`config.mk`:
```
export PLATFORM = sky130hd
export DESIGN_NAME = countdown_ctrl
export DESIGN_NICKNAME = d
export VERILOG_FILES = /design/src/rtl/countdown_ctrl.sv
export SDC_FILE = /design/constraint.sdc
export NUM_CORES = 1
export LEC_CHECK = 0
export ABC_AREA = 1
export BUFFER_PORTS_ARGS = -buffer_cell sky130_fd_sc_hd__clkbuf_2
export CAP_MARGIN = 5
export CELL_PAD_IN_SITES_DETAIL_PLACEMENT = 1
export CELL_PAD_IN_SITES_GLOBAL_PLACEMENT = 2
export CORE_UTILIZATION = 28
export DETAILED_ROUTE_END_ITERATION = 16
export PLACE_DENSITY = 0.88
export SETUP_SLACK_MARGIN = 0.05
export SYNTH_ARGS = -nofsm -noshare
export SYNTH_HDL_FRONTEND = slang
export SYNTH_SLANG_ARGS = --single-unit
```
`constraint.sdc`:
```
create_clock -name clk -period 2.6 [get_ports clk]
set_input_delay 0.26 -clock clk [delete_from_list [all_inputs] [get_ports clk]]
set_output_delay 0.26 -clock clk [all_outputs]
set_load 0.005 [all_outputs]
```
`src/rtl/countdown_ctrl.sv`:
```
// Round countdown controller: loads a clamped seconds value, decrements on each
// timer tick, supports pause/resume/cancel, pulses expiry and decodes BCD digits.
module countdown_ctrl #(
  parameter int unsigned MAX_SECONDS = 99
) (
  input  logic       clk,
  input  logic       rst_n,
  input  logic       start,
  input  logic       pause,
  input  logic       cancel,
  input  logic [6:0] load_value,
  input  logic       tick,
  output logic       timer_en,
  output logic [6:0] remaining,
  output logic [3:0] bcd_tens,
  output logic [3:0] bcd_ones,
  output logic       running,
  output logic       expired
);

  localparam int unsigned REM_W = 7;
  localparam logic [REM_W-1:0] MAX_VAL = REM_W'(MAX_SECONDS);

  typedef enum logic [1:0] {
    IDLE    = 2'd0,
    RUNNING = 2'd1,
    PAUSED  = 2'd2,
    EXPIRED = 2'd3
  } state_e;

  state_e             state_q, state_d;
  logic [REM_W-1:0]   remaining_q, remaining_d;
  logic [REM_W-1:0]   clamped_c;
  logic               expired_q, expired_d;
  logic               timer_en_q, running_q;

  // State and output registers
  always_ff @(posedge clk or negedge rst_n) begin
    if (!rst_n) begin
      state_q     <= IDLE;
      remaining_q <= '0;
      expired_q   <= 1'b0;
      timer_en_q  <= 1'b0;
      running_q   <= 1'b0;
    end else begin
      state_q     <= state_d;
      remaining_q <= remaining_d;
      expired_q   <= expired_d;
      timer_en_q  <= (state_d == RUNNING);
      running_q   <= (state_d == RUNNING);
    end
  end

  // Next-state: cancel > start > pause > tick; a start cycle swallows pause and tick
  always_comb begin
    state_d     = state_q;
    remaining_d = remaining_q;
    expired_d   = 1'b0;
    clamped_c   = (load_value > MAX_VAL) ? MAX_VAL : load_value;

    if (cancel) begin
      state_d     = IDLE;
      remaining_d = '0;
    end else begin
      case (state_q)
        IDLE, EXPIRED: begin
          if (start) begin
            remaining_d = clamped_c;
            if (clamped_c == '0) begin
              state_d   = EXPIRED;
              expired_d = 1'b1;
            end else begin
              state_d = RUNNING;
            end
          end
        end
        RUNNING: begin
          if (!start) begin
            if (pause) state_d = PAUSED;
            // A tick alongside pause still counts; reaching zero overrides PAUSED
            if (tick && (remaining_q != '0)) begin
              remaining_d = remaining_q - REM_W'(1);
              if (remaining_q == REM_W'(1)) begin
                state_d   = EXPIRED;
                expired_d = 1'b1;
              end
            end
          end
        end
        PAUSED: begin
          if (!start && pause) state_d = RUNNING;
        end
        default: state_d = IDLE;
      endcase
    end
  end

  assign remaining = remaining_q;
  assign expired   = expired_q;
  assign timer_en  = timer_en_q;
  assign running   = running_q;
  assign bcd_tens  = 4'(remaining_q / REM_W'(10));
  assign bcd_ones  = 4'(remaining_q % REM_W'(10));

endmodule

```
=== After elaboration in Yosys (flattened, before gate mapping) ===
Index checks and enable logic that the tools add are counted.

* Bits in registers: 11
* Input port bits: 13
* Output and inout port bits: 18
* Word-level logic and storage cells: 47

* Add/sub/neg operators: 1
* Div/mod/pow operators: 2
* Order comparisons: 1
* Equality and inequality tests: 8
* Muxes and demuxes: 22
* Reductions and logical operators: 9

{| class="wikitable"
|+ Operator list
! operator !! count
|-
| $mux W7 || 5
|-
| $mux W2 || 8
|-
| $pmux W7 S2 || 1
|-
| $ne A3 B3 Y1 const B || 3
|-
| $div A7 B4 Y7 const B || 1
|-
| $eq A7 B1 Y1 const B || 1
|-
| $gt A7 B7 Y1 const B || 1
|-
| $logic_not A7 Y1 || 1
|-
| $mod A7 B4 Y7 const B || 1
|-
| $reduce_bool A7 Y1 || 1
|-
| $sub A7 B1 Y7 const B || 1
|-
| $mux W1 || 6
|-
| $pmux W2 S3 || 1
|-
| $eq A2 B1 Y1 const B || 2
|-
| $eq A2 B2 Y1 const B || 2
|-
| $reduce_and A4 Y1 || 1
|-
| $reduce_bool A3 Y1 || 1
|-
| $logic_and A1 B1 Y1 || 2
|-
| $logic_not A2 Y1 || 1
|-
| $pmux W1 S2 || 1
|-
| $reduce_or A2 Y1 || 1
|-
| $logic_not A1 Y1 || 1
|}

=== Logic depth before layout (Yosys ltp) ===
* Word-level depth: 8
* Gate-level depth with buffers: 19

=== Least setup slack after synthesis ===
No wires, ideal clock.

* Kind: reg-to-output
* Start point: register remaining_q[4] (netlist: remaining[4])
* End point: output port bcd_ones[1]
* Arrival: 1.992 ns
* Setup slack: 0.348 ns
* Cell stages (with the launch flop): 19
* Cells stage by stage: dfrtp_1 inv_2 nand3_2 nand3_4 nand2_4 nand2_4 nand2_1 nand2_1 inv_2 nand2_4 nand3_1 nand2_1 inv_1 ha_1 inv_1 nand3_2 nand3_4 nand2_1 nand2_1

* Cells in the longest elaborated chain, start to end: 1

{| class="wikitable"
|+ RTL lines
! element !! line !! text
|-
| start: declaration || 32 || <nowiki>logic [REM_W-1:0] remaining_q, remaining_d;</nowiki>
|-
| start signal: assignment || 47 || <nowiki>remaining_q <= remaining_d;</nowiki>
|-
| $mod A7 B4 Y7 || 103 || <nowiki>assign bcd_ones = 4'(remaining_q % REM_W'(10));</nowiki>
|-
| end: declaration || 16 || <nowiki>output logic [3:0] bcd_ones,</nowiki>
|}

Every way passes these cells.

=== Worst setup path in the final report ===
Ends and elaborated chain as after synthesis.

==> reports/results.tsv <==
metric	value	unit
outcome	complete, no violations	
max_freq	400	MHz
async_reset_ff_share	100	%
diodes	0	
drc	0	
synth-edff-count	0	
numCtsBuffers	3	
cts_tree	built	
die_y	67.4	um
drv_slew	0	
first_pass_iters	4	
initial_core_util	29.5	%
grt_pass1_wl	5580	um
clkLatencyLatePin	230	ps
hold_viol_final	0	
gp_congestion	0.790	
overflow	0	
min_path_type	input port to flop	
final_layout_size_suffix_gt1_share	40.7	%
numPortBuffers	30	
setup_viol	0	
ant_nets	0	
cp-start-kind	flop	
clkTransAtPathRegs	50	ps
final_period_minus_worst_setup_slack	2500	ps
hold_depth	2	
clk_path_buf_depth	2	
r2r_slack	550	ps
grt_pass1_vias	1260	
path_max_fanout	4	
avgSynthCellArea	7.13	um2
viasPerCell	4.86	
whs	230	ps
vias	1292	
ios	31	
syn_nets	189	
crit_arrival	2240	ps
wl	3350	um
drt_iter0_drc	36	
ys.flop_type	dfrtp_1	
yosys_register_bits	11	
design.core.area	4060	um2
timing.max_cap.violations	0	
crit_type	flop to output pin	
reg2reg_depth	8	
syn_inst	168	
slew_headroom	57.6	%
post-dp-hpwl	2560	um
grt_max_degree	12	
crit_path_end_kind	output pin	
skew	1.42	ps
tightestPinTransition	634	ps
yosysTopAreaCell	dfrtp_1	
yosysSeqAreaShare	23.0	%
synth.area.top_cells	dfrtp_1, nand2_1, ha_1	
clkSinkCount	11	
cp.required	2340	ps
synth.distinct_cells	32	
layout.nets	238	
rsz0062_at_grt	true	
die_x	67.4	um
cts-root-buf	clkbuf_8	
area_delta_synth_final	38.8	%
synth_area	1200	um2
yosys_warnings	0	
h-tree-depth	1	
period_share	96.2	%
design.die.area	4550	um2
antenna_found_initial	0	
rows	23	
netlist.area_leader.share	23.0	%
wl_per_cell	12.6	um
grt_use_total	15.9	%
registers in the layout (all words and copies together), names as in the netlist:
register	count
remaining	7
state_q	2
running	1
expired	1
worst paths after layout:
check	to	startpoint
max	bcd_ones[1]	remaining[4]
min	state_q[0]	cancel
max reg2reg	remaining[1]	state_q[0]
min reg2reg	expired	state_q[1]
max in group asynchronous	remaining[6]	rst_n
min in group asynchronous	state_q[1]	rst_n
placed cells by master (no fill, tap or decap), types with 2 or more instances in the layout:
cell type,n
a31oi_1,2
dfrtp_1,8
nand2_2,5
dfrtp_2,3
inv_4,3
nor2_1,11
buf_4,16
inv_2,4
nor3_1,4
o22ai_1,7
nand3_1,7
o21ai_0,4
nand3_4,7
a211oi_1,2
nand2_1,29
clkbuf_2,27
nand2_4,9
nand4_1,7
clkbuf_8,3
ha_1,7
a21oi_1,10
buf_2,3
inv_1,21
cell families after synthesis:
family          count (synthesis)  synth area share (%)
fa+ha+maj                       8                  8.35
buf+inv                        32                  10.8
xor+xnor                        1                 0.731
simple gates                   83                  38.8
flops                          11                  23.0
compound gates                 33                  18.4
cells in the mapped netlist, types with 2 or more instances:
master	n
inv_1	24
a31oi_1	2
a21oi_1	10
ha_1	8
o21ai_0	4
nand2_4	5
o22ai_1	7
nand3_2	3
a211oi_1	2
inv_2	4
nor2_1	12
nor3_1	4
o21ai_2	2
nand2_2	6
nand3_4	3
buf_4	2
nand2_1	32
dfrtp_1	11
nand3_1	8
nand4_1	7
stage by stage:
stage          area [um2]  setup WS, ps  setup TNS [ps]  util [%]  instances
2_1_floorplan        1200           348               0         -        168
3_3_place_gp         1420          80.6               0      35.1        249
3_5_place_dp         1420          64.0               0      35.1        249
4_1_cts              1600          53.2               0      39.5        262
5_1_grt              1660         -85.1            -172      41.0        266
6_report             1660          99.2               0      41.0        266
layer usage:
metal / track usage [%] / vias to the layer above / wire, um
met5: 0 / - / 0
met4: 5.05 / 0 / 36
met3: 1.18 / 5 / 68
met2: 28.6 / 22 / 1640
met1: 19.8 / 598 / 1600
li1: - / 667 / -
timing repair:
item,in CTS,in global routing
gates resized for setup,17,11
pin swaps,8,6
setup buffers,8,4
hold endpoints to repair,11,0
setup endpoints to repair,4,4
hold buffers,1,0
critical path, stage by stage (launching register included):
cell	delay, ps
dfrtp_2	430
inv_4	80
a21oi_4	220
nand2_4	100
nand2_4	90
nand2_2	50
nand2_2	70
inv_2	50
nand2_4	90
nand2_4	60
nand2_4	80
nand2_4	50
inv_2	60
ha_4	140
inv_4	40
nand3_4	70
nand3_4	80
nand2_1	70
nand2_1	50
buf_2	120
area by class of cell:
type	instances	area (um2)
fill	542	2390
inverter	29	118
tap	50	62.6
timing repair buffer	47	280
multi-input combinational	125	880
sequential	11	279
clock buffer	4	45.0
Power is left out: the tool's default activity adds up to more than one toggle a clock period on the data nets, which glitch-free logic cannot reach.
